<file path="config.mk">
export PLATFORM = sky130hd
export DESIGN_NAME = fifo_wr_arbiter
export DESIGN_NICKNAME = d
export VERILOG_FILES = /design/src/rtl/fifo_wr_arbiter.sv
export SDC_FILE = /design/constraint.sdc
export NUM_CORES = 1
export LEC_CHECK = 0
export ABC_AREA = 1
export BUFFER_PORTS_ARGS = -buffer_cell sky130_fd_sc_hd__buf_4
export CAP_MARGIN = 30
export CORE_MARGIN = 5
export CORE_UTILIZATION = 46
export CTS_CLUSTER_DIAMETER = 40
export DETAILED_ROUTE_END_ITERATION = 6
export GPL_TIMING_DRIVEN = 0
export HOLD_SLACK_MARGIN = 0.08
export PLACE_DENSITY = 0.88
export SLEW_MARGIN = 30
export SYNTH_ARGS = -nofsm -noshare
export SYNTH_HDL_FRONTEND = slang
export SYNTH_SLANG_ARGS = --single-unit
</file>
<file path="constraint.sdc">
create_clock -name clk -period 4 [get_ports clk]
set_input_delay 0.8 -clock clk [delete_from_list [all_inputs] [get_ports clk]]
set_output_delay 0.8 -clock clk [all_outputs]
set_load 0.02 [all_outputs]
</file>
<file path="src/rtl/fifo_wr_arbiter.sv">
`default_nettype none
// ============================================================================
// Module  : fifo_wr_arbiter
// Brief   : Round-robin arbiter sharing one fifo write port among NumReq
//           valid/ready producers, with grants of up to MaxBurst beats.
// Rev     : 1.0
// ============================================================================
module fifo_wr_arbiter #(
  parameter int DataWidth = 32,
  parameter int NumReq    = 4,
  parameter int MaxBurst  = 4,
  parameter int IdWidth   = $clog2(NumReq)
) (
  input  logic                        clk,
  input  logic                        rst,
  input  logic [NumReq-1:0]           reqValid,
  input  logic [NumReq*DataWidth-1:0] reqData,
  output logic [NumReq-1:0]           reqReady,
  input  logic                        full,
  output logic                        writeEn,
  output logic [DataWidth-1:0]        writeData,
  output logic [IdWidth-1:0]          grantId,
  output logic                        busy
);

  localparam int                     c_cnt_width = $clog2(MaxBurst + 1);
  localparam logic [IdWidth-1:0]     c_last_id   = IdWidth'(NumReq - 1);
  localparam logic [c_cnt_width-1:0] c_max_beats = c_cnt_width'(MaxBurst);

  typedef enum logic [0:0] {
    S_IDLE  = 1'b0,
    S_BURST = 1'b1
  } state_t;

  state_t                 r_state;
  logic [IdWidth-1:0]     r_owner;
  logic [IdWidth-1:0]     r_rr_ptr;
  logic [c_cnt_width-1:0] r_beat_cnt;

  logic [DataWidth-1:0]   w_data [NumReq];
  logic                   w_found;
  logic [IdWidth-1:0]     w_winner;
  logic [IdWidth-1:0]     w_sel;
  logic [c_cnt_width-1:0] w_cnt_inc;

  genvar gi;
  generate
    for (gi = 0; gi < NumReq; gi++) begin : g_unpack
      assign w_data[gi] = reqData[gi*DataWidth +: DataWidth];
    end
  endgenerate

  function automatic logic [IdWidth-1:0] f_next(input logic [IdWidth-1:0] id);
    return (id == c_last_id) ? '0 : id + IdWidth'(1);
  endfunction

  // First valid requester at or above rrPtr, wrapping; defaults to rrPtr.
  always_comb begin
    int                 idx;
    logic [IdWidth-1:0] cand;
    w_found  = 1'b0;
    w_winner = r_rr_ptr;
    idx      = 0;
    cand     = '0;
    for (int k = 0; k < NumReq; k++) begin
      idx = int'(r_rr_ptr) + k;
      if (idx >= NumReq) idx = idx - NumReq;
      cand = IdWidth'(idx);
      if (!w_found && reqValid[cand]) begin
        w_found  = 1'b1;
        w_winner = cand;
      end
    end
  end

  assign w_sel     = (r_state == S_BURST) ? r_owner : w_winner;
  assign w_cnt_inc = r_beat_cnt + c_cnt_width'(1);

  // Ready is combinational so a change in full takes effect the same cycle.
  always_comb begin
    reqReady = '0;
    if (!rst && !full) begin
      if (r_state == S_BURST) reqReady[r_owner] = 1'b1;
      else if (w_found)       reqReady[w_winner] = 1'b1;
    end
  end

  assign writeEn   = |(reqValid & reqReady);
  assign writeData = w_data[w_sel];
  assign grantId   = w_sel;
  assign busy      = (r_state == S_BURST);

  always_ff @(posedge clk) begin
    if (rst) begin
      r_state    <= S_IDLE;
      r_owner    <= '0;
      r_rr_ptr   <= '0;
      r_beat_cnt <= '0;
    end else begin
      case (r_state)
        S_IDLE: begin
          if (w_found && !full) begin
            if (MaxBurst == 1) begin
              r_rr_ptr <= f_next(w_winner);
            end else begin
              r_state    <= S_BURST;
              r_owner    <= w_winner;
              r_beat_cnt <= c_cnt_width'(1);
            end
          end
        end
        S_BURST: begin
          // Release on owner dropping valid, or on the beat that fills the burst.
          if (!reqValid[r_owner] || (!full && w_cnt_inc == c_max_beats)) begin
            r_state    <= S_IDLE;
            r_rr_ptr   <= f_next(r_owner);
            r_beat_cnt <= '0;
          end else if (!full) begin
            r_beat_cnt <= w_cnt_inc;
          end
        end
        default: r_state <= S_IDLE;
      endcase
    end
  end

endmodule
`default_nettype wire

</file>
Word-level counts from Yosys, hierarchy flattened
Index checks and enable logic that the tools add are counted.
Word-level totals
  flip-flop bits (word level): 8
  input port bits: 135
  output and inout bits: 40
  logic and storage cells: 93
Operators by class
  $add $sub $neg: 9
  $lt $le $gt $ge: 13
  equality and inequality tests: 4
  multiplexer cells: 41
  bitwise operators: 3
  reduce and logical (&&, ||, !) cells: 19
Operators by type and width (number)
  32-bit binary-select mux with 2-bit select: 1
  32-bit two-way mux: 2
  2-bit two-way mux: 10
  2-bit by 3-bit < comparator with 1-bit output, second input constant: 6
  1-bit two-way mux: 13
  3-bit >= comparator, second input constant: 4
  4-bit two-way mux: 3
  1-bit binary-select mux with 2-bit select: 5
  3-bit two-way mux: 3
  1-bit logical AND: 8
  2-bit by 1-bit subtractor with 2-bit output, second input constant: 4
  2-bit by 2-bit adder with 3-bit output, second input constant: 2
  1-bit zero test: 6
  3-bit case mux with 2 select lines: 1
  2-bit AND reduction: 3
  4-bit bitwise AND: 1
  1-bit demux with 2-bit select: 2
  2-bit by 1-bit >= comparator with 1-bit output, second input constant: 2
  4-bit OR reduction: 1
  2-bit by 1-bit adder with 3-bit output, second input constant: 1
  3-bit by 1-bit adder with 3-bit output, second input constant: 1
  3-bit == test, second input constant: 1
  2-bit by 3-bit >= comparator with 1-bit output, second input constant: 1
  3-bit by 2-bit inequality test with 1-bit output, second input constant: 1
  7 further kinds: 7

Longest topological paths before layout
Gate-level depths: netlist of the first run.
  depth after elaboration: 23
  mapped depth: 18
  gate-level depth less buffers: 16

Worst setup path before layout of the first run
Ideal clock, no wire load.
  path type: input port to output port
  start point: input port reqValid[1]
  end point: output port writeData[11]
  data arrival time: 2.177 ns
  data required time: 3.200 ns
  slack: 1.023 ns
  stages: 13
  buffers on the path: 2
  cells stage by stage: inv_1 nand2_1 nand3_1 nand2_1 nor2_4 nand4_1 nand3_2 buf_6 buf_4 nand3_1 nand2_1 inv_1 o21ai_1
On the way
  cells in the longest elaborated chain, start to end: 17
  elaborated cells on any way between the ends: 26
  those cells by class: mux (19); bitwise (1); reduce/logical (6)
Ends and longest elaborated chain
  start: declaration: RTL line 16  | input logic [NumReq-1:0] reqValid,
  1-bit binary-select mux with 2-bit select: RTL line 69  | if (!w_found && reqValid[cand]) begin
  1-bit two-way mux (implied by the code): RTL line 69
  1-bit two-way mux: RTL line 69
  1-bit zero test: RTL line 69
  1-bit logical AND: RTL line 69
  1-bit two-way mux: RTL line 69
  1-bit zero test: RTL line 69
  1-bit logical AND: RTL line 69
  1-bit two-way mux: RTL line 69
  1-bit zero test: RTL line 69
  1-bit logical AND: RTL line 69
  2-bit two-way mux *: RTL line 69
  2-bit two-way mux *: RTL line 76  | assign w_sel = (r_state == S_BURST) ? r_owner : w_winner;
  2-bit inverter with 3-bit output (implied by the code) *: RTL line 89  | assign writeData = w_data[w_sel];
  32-bit binary-select mux with 2-bit select *: RTL line 89
  32-bit two-way mux (implied by the code) * (2 in a row): RTL line 89
  end: declaration: RTL line 21  | output logic [DataWidth-1:0] writeData,
Mark *: on every way between the ends. The rest lies on a longest branch, timed or not. The select of a mux whose other input is x is not followed.

Final worst setup path of the first run
  start point: input port reqValid[0]
  end point: output port writeData[31]
The elaborated chain is that of the path after synthesis.

==> out/results.env, run 1 <==
STATUS='completed'
POST_CTS_BUFFERS=0
SLEW-LIMIT-HEADROOM_PCT=67.56
NUM-FILL-CELLS=456
MAX_CAP_VIOLATION_COUNT=0
PWR-SHARE-CLK_PCT=5.8
SETUP_VIOL=0
ANTENNA_VIOLATIONS_BEFORE_REPAIR=0
NETLIST.AREA_LEADER.SHARE_PCT=32.47
DRT-PASS1-ITER-COUNT=5
SYNTH_TOP_CELLS_BY_AREA='sky130_fd_sc_hd__nand2_1, sky130_fd_sc_hd__nand3_1, sky130_fd_sc_hd__inv_1'
FIN_SKEW_NS=0.002659
POST_SYNTHESIS_SEQUENTIAL_ELEMENT_COUNT=8
FINAL.SETUP.TNS_NS=0
WORST-PATH-MAX-FANOUT=10
REMAINING_ANTENNA_VIOLATION_COUNT=0
INSERTEDDIODECOUNT=0
FIN_CRIT_SH_PCT=83.93
HOLD_VIOL_FINAL=0
STATIC_LEAKAGE_nW=2.274
WEIGHTED_CONGESTION_AT_THE_END_OF_ROUTABILITY_DRIVEN_GLOBAL_PLACEMENT=0.9205
GLOBAL_ROUTE_WIRE_LENGTH_BEFORE_REPAIR_UM=16720
POWER_REPORT.INTERNAL_TOTAL_mW=0.7521
DIE_X_UM=83.00
WORST_SLEW_PIN_SLEW_NS=0.4866
PATH_CLASS='input port to output port'
TRITONCTS='done'
CTS.HOLD.BUFFERS_ADDED=0
POST-SYNTH-TOP-AREA-CELL='sky130_fd_sc_hd__nand2_1'
POWER.SHARE.COMBINATIONAL_PCT=88.0
IR_DROP_mV=0.3201
STD_CELL_ROWS=26
YS.WARNINGS.COUNT=0
CTS_RESIZED=0
CRITPATHREQUIREDTIME_NS=3.20
DIE_AREA_UM2=6888
TOTALWIRELENGTH_UM=10270
NETS=800
RSZ0062_AT_GRT='no'
CLOCK.FMAX_GHz=0.2979
POWER_DENSITY_nW_PER_UM2=420.5
POWER.SWITCHING_FRACTION_PCT=53.89
MULTI_INPUT_AREA_UM2=1851
WORST_SETUP_HOLD_PATH_CLK_SLEW_NS=0.04
HTREE_LEVELS=1
GRT_OVERFLOW_TOTAL=0
YOSYSUNIQUECELLTYPES=28
VIA_PER_INST=5.136
FIN_TOTAL_PWR_mW=1.631
HP-CLASS='flop to flop'
DRCVIOLATIONCOUNT=0
CLOCK_LATENCY_NS=0.23
SHORTEST_CLOCK_PERIOD_THE_WORST_PATH_ALLOWS_AFTER_LAYOUT_NS=3.357
CTS_INSERTED_BUFFERS=3
SYNTH_AREA_PER_CELL_UM2=5.096
TIMING.FINAL.MAX_SLEW_VIOLATIONS=0
MAPPEDNETLISTAREA_UM2=2451
SYNTH_SEQ_AREA_SHARE_PCT=6.534
DRT-WIRELENGTH-PER-CELL_UM=14.12
CTS_MAX_PATH_BUFFERS=2
WORST_EP_ARRIVAL_TIME_NS=2.56
CORE-AREA_UM2=5140
POST_SYNTH_INST_COUNT=481
P_SEQ_SHARE_PCT=6.1
CLK_ROOT_BUFFER_CELL='sky130_fd_sc_hd__clkbuf_8'
VIAS_IN_THE_FIRST_GLOBAL_ROUTE=3382
AREA_DELTA_SYNTH_FINAL_PCT=58.24
GRT_USE_TOTAL_PCT=28.12
FIRST_ITER_VIOLATIONS=149
FINAL-SEQ-AREA_UM2=160.2
DETAILROUTE.VIA_COUNT=3734
GRT_MAX_DEGREE=11
INITIAL_CORE_UTIL_PCT=47.69
DIE_H_UM=83.00
SHARE_OF_LAYOUT_CELLS_ABOVE_DRIVE_STRENGTH_1_PCT=36.07
SYNTH_FP_NETS=622
CRIT_PATH_END_KIND='output port'
POWER_SWITCHING_mW=0.8788
DP_HPWL_UM=8446
FLOORPLAN.IO_PINS=175
SETUP.WORST_PATH.START_CLASS='input port'
PORTBUFFERS=173
CLOCK_SINKS=8
## through the flow
| stage | hold WS, ns | cell area, um^2 | std cells | worst slack [ns] | util, % |
|---|---|---|---|---|---|
| 6_report | 0.4785 | 3879 | 727 | 0.6429 | 75.46 |
| 5_1_grt | 0.5403 | 3879 | 727 | 0.4554 | 75.46 |
| 4_1_cts | 0.4741 | 3879 | 727 | 0.6606 | 75.46 |
| 3_5_place_dp | 0.4689 | 3837 | 724 | 0.6610 | 74.66 |
| 3_3_place_gp | 0.4614 | 3837 | 724 | 0.7052 | 74.66 |
| 2_1_floorplan | 0.4474 | 2451 | 481 | 1.023 | - |
## critical path, cell delays in order
cell                      delay [ns]
sky130_fd_sc_hd__buf_4          0.13
sky130_fd_sc_hd__nand2_1        0.06
sky130_fd_sc_hd__nand2_1        0.08
sky130_fd_sc_hd__nand2_2        0.09
sky130_fd_sc_hd__nand2_4        0.07
sky130_fd_sc_hd__nand2_1        0.11
sky130_fd_sc_hd__nand2_1        0.06
sky130_fd_sc_hd__nand3_1        0.09
sky130_fd_sc_hd__nand3_2        0.08
sky130_fd_sc_hd__nand2_2        0.08
sky130_fd_sc_hd__nand2_2        0.08
sky130_fd_sc_hd__o21ai_2        0.09
sky130_fd_sc_hd__buf_1          0.41
sky130_fd_sc_hd__o21ai_1        0.14
sky130_fd_sc_hd__buf_4          0.18
## kinds of logic after synthesis
family,after synthesis,synth area share (%)
AO/OA/AOI/OAI,56,15.01
adder cells (fa/ha/maj),6,3.063
flip-flops,8,6.534
AND/OR/NAND/NOR,327,57.43
buffers and inverters,84,17.97
## final timing paths
check	startpoint	end	slack, ns	cells past startpoint
setup / recovery	reqValid[0]	writeData[31]	0.64	15
hold / removal	r_beat_cnt[1]	r_beat_cnt[1]	0.48	2
setup reg to reg	r_rr_ptr[0]	r_beat_cnt[2]	1.94	15
hold reg to reg	r_beat_cnt[1]	r_beat_cnt[1]	0.48	2
## layout by cell type, fill, tap and decap left out, drive strengths merged
cell    instances
nand2         223
ha              6
nand3b          1
clkbuf         12
inv            51
nand4           5
nor3            4
o21a            1
o21ai          45
buf           197
nor2           12
a311oi          1
dfxtp           8
nand3          82
a21oi           8
a211oi          1
## registers in the layout, summed over array words and instances (netlist names)
name,count
r_rr_ptr,2
r_owner,2
busy,1
r_beat_cnt,3
## cell usage after synthesis
cell type	n
sky130_fd_sc_hd__nor2_4	1
sky130_fd_sc_hd__a311oi_1	1
sky130_fd_sc_hd__nand2_2	10
sky130_fd_sc_hd__o21ai_0	11
sky130_fd_sc_hd__a211oi_1	1
sky130_fd_sc_hd__buf_1	1
sky130_fd_sc_hd__buf_8	1
sky130_fd_sc_hd__o21a_1	1
sky130_fd_sc_hd__o21ai_2	21
sky130_fd_sc_hd__ha_1	6
sky130_fd_sc_hd__o21ai_1	13
sky130_fd_sc_hd__buf_6	13
sky130_fd_sc_hd__nand3_1	80
sky130_fd_sc_hd__a21oi_1	8
sky130_fd_sc_hd__nand3b_1	1
sky130_fd_sc_hd__nor3_1	4
sky130_fd_sc_hd__dfxtp_1	8
sky130_fd_sc_hd__buf_2	7
sky130_fd_sc_hd__buf_4	2
sky130_fd_sc_hd__nand4_1	4
sky130_fd_sc_hd__nand2_1	212
sky130_fd_sc_hd__nand3_2	2
sky130_fd_sc_hd__nand4_2	1
sky130_fd_sc_hd__nand2_4	1
sky130_fd_sc_hd__inv_2	2
sky130_fd_sc_hd__nor2_1	11
sky130_fd_sc_hd__clkbuf_1	9
sky130_fd_sc_hd__inv_1	49
## power by group through the flow
stage	Sequential [mW]	Combinational [mW]	Clock [mW]
floorplan	0.0988	0.926	0
global placement	0.101	1.41	0
detailed placement	0.101	1.43	0
CTS	0.0999	1.43	0.0948
global route	0.102	1.56	0.0987
finish	0.100	1.44	0.0950
## metal layers
layer | global-route usage (%) | up-vias | routed length (um)
li1 | - | 1883 | -
met1 | 34.49 | 1673 | 4237
met2 | 51.75 | 159 | 5147
met3 | 3.960 | 19 | 663
met4 | 5.646 | 0 | 220
met5 | 0 | - | 0
## cell type report
| cell class | instances | share of cell area (%) |
|---|---|---|
| Inverter | 51 | 4.935 |
| Clock buffer | 3 | 1.065 |
| Sequential cell | 8 | 4.129 |
| Multi-Input combinational cell | 389 | 47.71 |
| Buffer | 33 | 6.419 |
| Timing Repair Buffer | 173 | 33.48 |
| Tap cell | 70 | 2.258 |
No activity file was read; power rests on OpenSTA's default activity.
==> inputs of run 2 (changes only) <==
- CORE_UTILIZATION: 46 -> 42
- PLACE_DENSITY: 0.88 -> 0.81
- clock period: 4 -> 3.2 ns (I/O delays scaled with it)
==> out/results.env, run 2 (synthesis results as in run 1) <==
SETUP.WORST_PATH.START_CLASS='input port'  # unchanged
FLOORPLAN.IO_PINS=175  # unchanged
STATIC_LEAKAGE_nW=2.298  # was 2.274 nW
STATUS='completed'  # unchanged
TIMING.FINAL.MAX_SLEW_VIOLATIONS=0  # unchanged
GRT_MAX_DEGREE=11  # unchanged
CLOCK_LATENCY_NS=0.23  # about the same
DIE_H_UM=86.40  # was 83.00 um
NETS=803  # was 800
CORE-AREA_UM2=5574  # was 5140 um^2
GRT_UTIL_MET1_PCT=33.03  # was 34.49%
HP-CLASS='flop to flop'  # unchanged
FIN_WORST_HOLD_SLACK_NS=0.4785  # about the same
FIN_CRIT_SH_PCT=94.18
MET2_USAGE_PCT=46.11  # was 51.75%
USE_MET3_PCT=3.612  # was 3.960%
PATH_CLASS='input port to output port'  # unchanged
REG_TOP3='r_beat_cnt x3, r_owner x2, r_rr_ptr x2'  # unchanged
GRT_OVERFLOW_TOTAL=0  # unchanged
VIA_PER_INST=5.068  # was 5.136
FINAL_COMMON_CELL='sky130_fd_sc_hd__nand2_1'  # unchanged
DP_HPWL_UM=8564  # was 8446 um
REMAINING_ANTENNA_VIOLATION_COUNT=0  # unchanged
FIN_TOTAL_PWR_mW=2.064  # was 1.631 mW
TIMING.FINAL.WS_SETUP_NS=0.1861  # was 0.6429 ns
FIN_CELLS=732  # was 727
PLACED_INSTANCES=726  # was 724
NUMBER_OF_FLIP_FLOPS_UNDER_THE_LARGEST_REGISTER_NAME=3  # unchanged
AREA_DELTA_SYNTH_FINAL_PCT=60.08  # was 58.24%
WORST_EP_ARRIVAL_TIME_NS=2.37  # was 2.56 ns
LAYOUT.CELLS.MOST_COMMON_LIST='sky130_fd_sc_hd__nand2_1, sky130_fd_sc_hd__buf_4, sky130_fd_sc_hd__nand3_1'  # unchanged
POSTLAYOUTCOREUTIL_PCT=70.39  # was 75.46%
WORST_SLEW_PIN_SLEW_NS=0.4937  # was 0.4866 ns
VIAS_IN_THE_FIRST_GLOBAL_ROUTE=3325  # was 3382
GRT_USE_TOTAL_PCT=25.95  # was 28.12%
SHARE_OF_LAYOUT_CELLS_ABOVE_DRIVE_STRENGTH_1_PCT=36.97  # was 36.07%
LARGEST_REGISTER_BY_FLOP_COUNT='r_beat_cnt'  # unchanged
INSERTEDDIODECOUNT=0  # unchanged
DRT-WIRELENGTH-PER-CELL_UM=14.21  # was 14.12 um
SHORTEST_CLOCK_PERIOD_THE_WORST_PATH_ALLOWS_AFTER_LAYOUT_NS=3.014
DRCVIOLATIONCOUNT=0  # unchanged
STD_CELL_ROWS=27  # was 26
CLK_ROOT_BUFFER_CELL='sky130_fd_sc_hd__clkbuf_8'  # unchanged
NUM-FILL-CELLS=540  # was 456
CRITPATHREQUIREDTIME_NS=2.56  # was 3.20 ns
WORST_SETUP_HOLD_PATH_CLK_SLEW_NS=0.04  # about the same
CLOCK_SINKS=8  # unchanged
WORST-PATH-MAX-FANOUT=10  # unchanged
PORTBUFFERS=173  # unchanged
CRIT_PATH_END_KIND='output port'  # unchanged
IR_DROP_mV=0.3450  # was 0.3201 mV
FIRST_ITER_VIOLATIONS=194  # was 149
CTS.HOLD.BUFFERS_ADDED=0  # unchanged
ANTENNA_VIOLATIONS_BEFORE_REPAIR=0  # unchanged
POWER_DENSITY_nW_PER_UM2=526.1  # was 420.5 nW/um^2
CTS_MAX_PATH_BUFFERS=2  # unchanged
FIN_SKEW_NS=0.0009729  # was 0.002659 ns
LAYER_WITH_THE_HIGHEST_USAGE_AFTER_GLOBAL_ROUTING='met2'  # unchanged
CLOCK.FMAX_GHz=0.3318
WEIGHTED_CONGESTION_AT_THE_END_OF_ROUTABILITY_DRIVEN_GLOBAL_PLACEMENT=0.8940  # was 0.9205
CTS_INSERTED_BUFFERS=3  # unchanged
MAX_CAP_VIOLATION_COUNT=0  # unchanged
DIE_AREA_UM2=7464  # was 6888 um^2
HOLD_VIOL_FINAL=0  # unchanged
SLEW-LIMIT-HEADROOM_PCT=67.09  # was 67.56%
DP_SLACK_NS=0.1284  # was 0.6610 ns
INITIAL_CORE_UTIL_PCT=43.97  # was 47.69%
DETAILROUTE.VIA_COUNT=3710  # was 3734
DIE_X_UM=86.40  # was 83.00 um
TOTALWIRELENGTH_UM=10400  # was 10270 um
GLOBAL_ROUTE_WIRE_LENGTH_BEFORE_REPAIR_UM=16100  # was 16720 um
HTREE_LEVELS=1  # unchanged
TRITONCTS='done'  # unchanged
DRT-PASS1-ITER-COUNT=5  # unchanged
SETUP_VIOL=0  # unchanged
-- run 2: per-layer routing --
layer | routed length (um) | part of all wire, % | up-vias
li1 | - | - | 1895
met1 | 4236 | 41 | 1649
met2 | 5094 | 49 | 146
met3 | 804 | 7.7 | 20
met4 | 267 | 2.6 | 0
met5 | 0 | 0 | -
-- run 2: final timing paths --
path | cells after the start | startpoint | slack [ns] | to
max | 15 | reqValid[1] | 0.19 | writeData[16]
min | 2 | r_beat_cnt[1] | 0.48 | r_beat_cnt[1]
max reg2reg | 15 | r_rr_ptr[0] | 1.10 | r_beat_cnt[2]
min reg2reg | 2 | r_beat_cnt[1] | 0.48 | r_beat_cnt[1]
-- run 2: power breakdown --
group / total, mW / internal, mW / switching, mW
combinational: 1.82 / 0.769 / 1.05
sequential: 0.124 / 0.112 / 0.0125
clock: 0.122 / 0.0815 / 0.0403
total: 2.06 / 0.962 / 1.10
-- run 2: area by class of cell --
cell class / instances / area, um^2 / area share [%]
flip-flops and latches: 8 / 161.4 / 4.114
multi-input cells: 389 / 1856 / 47.29
plain buffers: 33 / 260.3 / 6.633
inverters: 51 / 193.9 / 4.943
repair buffers: 176 / 1321 / 33.67
well taps: 72 / 90.09 / 2.296
clock buffers: 3 / 41.29 / 1.052
-- run 2: critical path, cell delays in order --
cell	delay (ns)
sky130_fd_sc_hd__buf_4	0.13
sky130_fd_sc_hd__inv_1	0.10
sky130_fd_sc_hd__nand2_1	0.06
sky130_fd_sc_hd__nand3_1	0.07
sky130_fd_sc_hd__nand2_1	0.08
sky130_fd_sc_hd__nor2_4	0.16
sky130_fd_sc_hd__nand4_1	0.15
sky130_fd_sc_hd__nand3_2	0.14
sky130_fd_sc_hd__buf_6	0.15
sky130_fd_sc_hd__buf_2	0.22
sky130_fd_sc_hd__nand3_1	0.09
sky130_fd_sc_hd__nand2_1	0.09
sky130_fd_sc_hd__nand2_1	0.06
sky130_fd_sc_hd__o21ai_2	0.07
sky130_fd_sc_hd__buf_4	0.16
-- run 2: per-stage QoR --
| stage | cell area, um^2 | setup TNS (ns) |
|---|---|---|
| after global placement | 3840 | 0 |
| after global routing | 3924 | -0.002683 |
| after detailed placement | 3840 | 0 |
| after floorplan | 2451 | 0 |
| final | 3924 | 0 |
| after CTS | 3881 | 0 |
-- run 2: repair_timing --
action | CTS | global route
setup buffers | 0 | 3
resized for setup | 0 | 10
endpoints found under the hold margin | 0 | 0
endpoints found under the setup margin | 0 | 32
==> inputs of run 3 (changes only) <==
- REMOVE_ABC_BUFFERS: default -> 1
- clock period: 3.2 -> 2.8 ns (I/O delays scaled with it)
==> out/results.env, run 3 (synthesis results as in run 1) <==
STATUS='complete, but fails checks'  # was completed
VIOLATIONS='setup timing'
TIMING.FINAL.WS_SETUP_NS=-0.2226  # was 0.1861 ns
INSERTEDDIODECOUNT=0  # unchanged
POWER.SHARE.COMBINATIONAL_PCT=91.0  # was 88.1%
HP-CLASS='flop to flop'  # unchanged
FINISH.INSTANCE_AREA_UM2=4821  # was 3924 um^2
VIA_PER_INST=5.680  # was 5.068
POWER.SWITCHING_FRACTION_PCT=53.75  # was 53.40%
TOTALWIRELENGTH_UM=14300  # was 10400 um
CORE-AREA_UM2=5574  # unchanged
PWR-SHARE-CLK_PCT=4.4  # was 5.9%
GRT_USE_TOTAL_PCT=29.77  # was 25.95%
CLOCK.FMAX_GHz=0.3308
ANTENNA_VIOLATIONS_BEFORE_REPAIR=0  # unchanged
WEIGHTED_CONGESTION_AT_THE_END_OF_ROUTABILITY_DRIVEN_GLOBAL_PLACEMENT=0.8669  # was 0.8940
DETAILROUTE.VIA_COUNT=4226  # was 3710
GLOBAL_ROUTE_WIRE_LENGTH_BEFORE_REPAIR_UM=18090  # was 16100 um
REMAINING_ANTENNA_VIOLATION_COUNT=0  # unchanged
HTREE_LEVELS=1  # unchanged
WORST-PATH-MAX-FANOUT=8  # was 10
RSZ0062_AT_GRT='yes'
SHORTEST_CLOCK_PERIOD_THE_WORST_PATH_ALLOWS_AFTER_LAYOUT_NS=3.023
CLOCK_LATENCY_NS=0.23  # about the same
SETUP_VIOL=35  # was 0
DIE_H_UM=86.40  # unchanged
DIE_AREA_UM2=7464  # unchanged
DPL_CELL_AREA_UM2=3736  # was 3840 um^2
FINAL_COMMON_CELL='sky130_fd_sc_hd__nand2_1'  # unchanged
NUM-FILL-CELLS=324  # was 540
CTS_INSERTED_BUFFERS=3  # unchanged
VIAS_IN_THE_FIRST_GLOBAL_ROUTE=3647  # was 3325
LARGEST_REGISTER_BY_FLOP_COUNT='r_beat_cnt'  # unchanged
FLOORPLAN.IO_PINS=175  # unchanged
PORTBUFFERS=174  # was 173
DRT-PASS1-ITER-COUNT=5  # unchanged
AREA_DELTA_SYNTH_FINAL_PCT=96.68  # was 60.08%
STD_CELL_ROWS=27  # unchanged
NETS=815  # was 803
PATH_CLASS='flop to output port'  # was input port to output port
FIRST_ITER_VIOLATIONS=319  # was 194
MAX_CAP_VIOLATION_COUNT=0  # unchanged
FIN_WORST_HOLD_SLACK_NS=0.4874  # was 0.4785 ns
HOLD_VIOL_FINAL=0  # unchanged
SLEW-LIMIT-HEADROOM_PCT=43.15  # was 67.09%
CLK_ROOT_BUFFER_CELL='sky130_fd_sc_hd__clkbuf_8'  # unchanged
WORST_SLEW_PIN_SLEW_NS=0.8518  # was 0.4937 ns
P_SEQ_SHARE_PCT=4.6  # was 6.0%
REG_TOP3='r_beat_cnt x3, r_owner x2, r_rr_ptr x2'  # unchanged
CLOCK_SINKS=8  # unchanged
DRCVIOLATIONCOUNT=0  # unchanged
INITIAL_CORE_UTIL_PCT=43.97  # unchanged
LAYOUT.CELLS.MOST_COMMON_LIST='sky130_fd_sc_hd__nand2_1, sky130_fd_sc_hd__buf_4, sky130_fd_sc_hd__nand3_1'  # unchanged
FIN_CRIT_SH_PCT=107.9
TRITONCTS='done'  # unchanged
POWER_SWITCHING_mW=1.730  # was 1.103 mW
CTS_MAX_PATH_BUFFERS=2  # unchanged
FIN_SKEW_NS=0.001542  # was 0.0009729 ns
SETUP.WORST_PATH.START_CLASS='flop'  # was input port
STATIC_LEAKAGE_nW=2.625  # was 2.298 nW
WORST_EP_ARRIVAL_TIME_NS=2.46  # was 2.37 ns
CTS.HOLD.BUFFERS_ADDED=0  # unchanged
POWER_REPORT.INTERNAL_TOTAL_mW=1.489  # was 0.9619 mW
SHARE_OF_LAYOUT_CELLS_ABOVE_DRIVE_STRENGTH_1_PCT=50.00  # was 36.97%
DIE_X_UM=86.40  # unchanged
CRIT_PATH_END_KIND='output port'  # unchanged
POWER_DENSITY_nW_PER_UM2=667.8  # was 526.1 nW/um^2
GRT_MAX_DEGREE=63  # was 11
TIMING.FINAL.MAX_SLEW_VIOLATIONS=0  # unchanged
IR_DROP_mV=0.5413  # was 0.3450 mV
GRT_OVERFLOW_TOTAL=0  # unchanged
DP_HPWL_UM=7706  # was 8564 um
DRT-WIRELENGTH-PER-CELL_UM=19.22  # was 14.21 um
WORST_SETUP_HOLD_PATH_CLK_SLEW_NS=0.04  # about the same
CRITPATHREQUIREDTIME_NS=2.24  # was 2.56 ns
NUMBER_OF_FLIP_FLOPS_UNDER_THE_LARGEST_REGISTER_NAME=3  # unchanged
-- run 3: worst paths after layout --
check / from / endpoint / slack [ns] / cells after the start
worst max-delay path: r_rr_ptr[0] / writeData[31] / -0.22 / 15
worst min-delay path: r_beat_cnt[1] / r_beat_cnt[1] / 0.49 / 2
worst max register to register: r_rr_ptr[0] / r_beat_cnt[2] / 0.72 / 13
worst min register to register: r_beat_cnt[1] / r_beat_cnt[1] / 0.49 / 2
-- run 3: stage by stage --
| step | setup WS, ns | utilization (%) | instances | power (mW) | setup TNS, ns |
|---|---|---|---|---|---|
| 3_5_place_dp | -1.279 | 67.03 | 698 | 2.115 | -42.38 |
| 2_1_floorplan | -1.195 | - | 448 | 1.311 | -38.71 |
| 4_1_cts | -0.05628 | 76.95 | 728 | 2.701 | -1.078 |
| 3_3_place_gp | -2.323 | 64.56 | 694 | 2.007 | -78.82 |
| 6_report | -0.2226 | 86.49 | 744 | 3.219 | -4.628 |
| 5_1_grt | -0.3014 | 86.49 | 744 | 3.369 | -7.709 |
-- run 3: final cells by class --
class                      count  area (um^2)  area share, %
sequential                     8        167.7          3.478
multi-input combinational    400         2436          50.53
tap                           72        90.09          1.869
inverter                      51        201.4          4.179
timing repair buffer         210         1884          39.09
clock buffer                   3        41.29         0.8565
-- run 3: timing repair --
item | CTS | global route
resized for setup | 65 | 89
buffers inserted | 20 | 8
endpoints found under the setup margin | 39 | 36
pin swaps | 19 | 38
endpoints found under the hold margin | 0 | 0
gates cloned | 8 | 8
-- run 3: critical path, cell delays in order (launching register included) --
cell and delay, ns:
sky130_fd_sc_hd__dfxtp_4 0.41, sky130_fd_sc_hd__buf_6 0.15, sky130_fd_sc_hd__nand2_2 0.06, sky130_fd_sc_hd__nand2_2 0.09, sky130_fd_sc_hd__nand2_1 0.08, sky130_fd_sc_hd__nand2_2 0.15, sky130_fd_sc_hd__nand4_4 0.13, sky130_fd_sc_hd__nand2_4 0.14
sky130_fd_sc_hd__nand3_4 0.12, sky130_fd_sc_hd__buf_12 0.21, sky130_fd_sc_hd__nand2_4 0.15, sky130_fd_sc_hd__nand2_1 0.09, sky130_fd_sc_hd__nand2_1 0.09, sky130_fd_sc_hd__inv_1 0.09, sky130_fd_sc_hd__o21ai_4 0.16, sky130_fd_sc_hd__buf_6 0.13
-- run 3: routing by layer --
layer / GRT usage (%) / routed length (um) / vias up
li1: - / - / 1944
met1: 34.61 / 5126 / 1928
met2: 53.13 / 6785 / 285
met3: 5.894 / 1493 / 69
met4: 11.61 / 895 / 0
met5: 0 / 0 / -
-- run 3: power groups by stage --
stage | logic, mW | clock network [mW] | registers, mW
4_1_cts | 2.41 | 0.141 | 0.146
6_report | 2.93 | 0.142 | 0.149
5_1_grt | 3.07 | 0.146 | 0.150
2_1_floorplan | 1.16 | 0 | 0.146
3_5_place_dp | 1.96 | 0 | 0.151
3_3_place_gp | 1.86 | 0 | 0.147
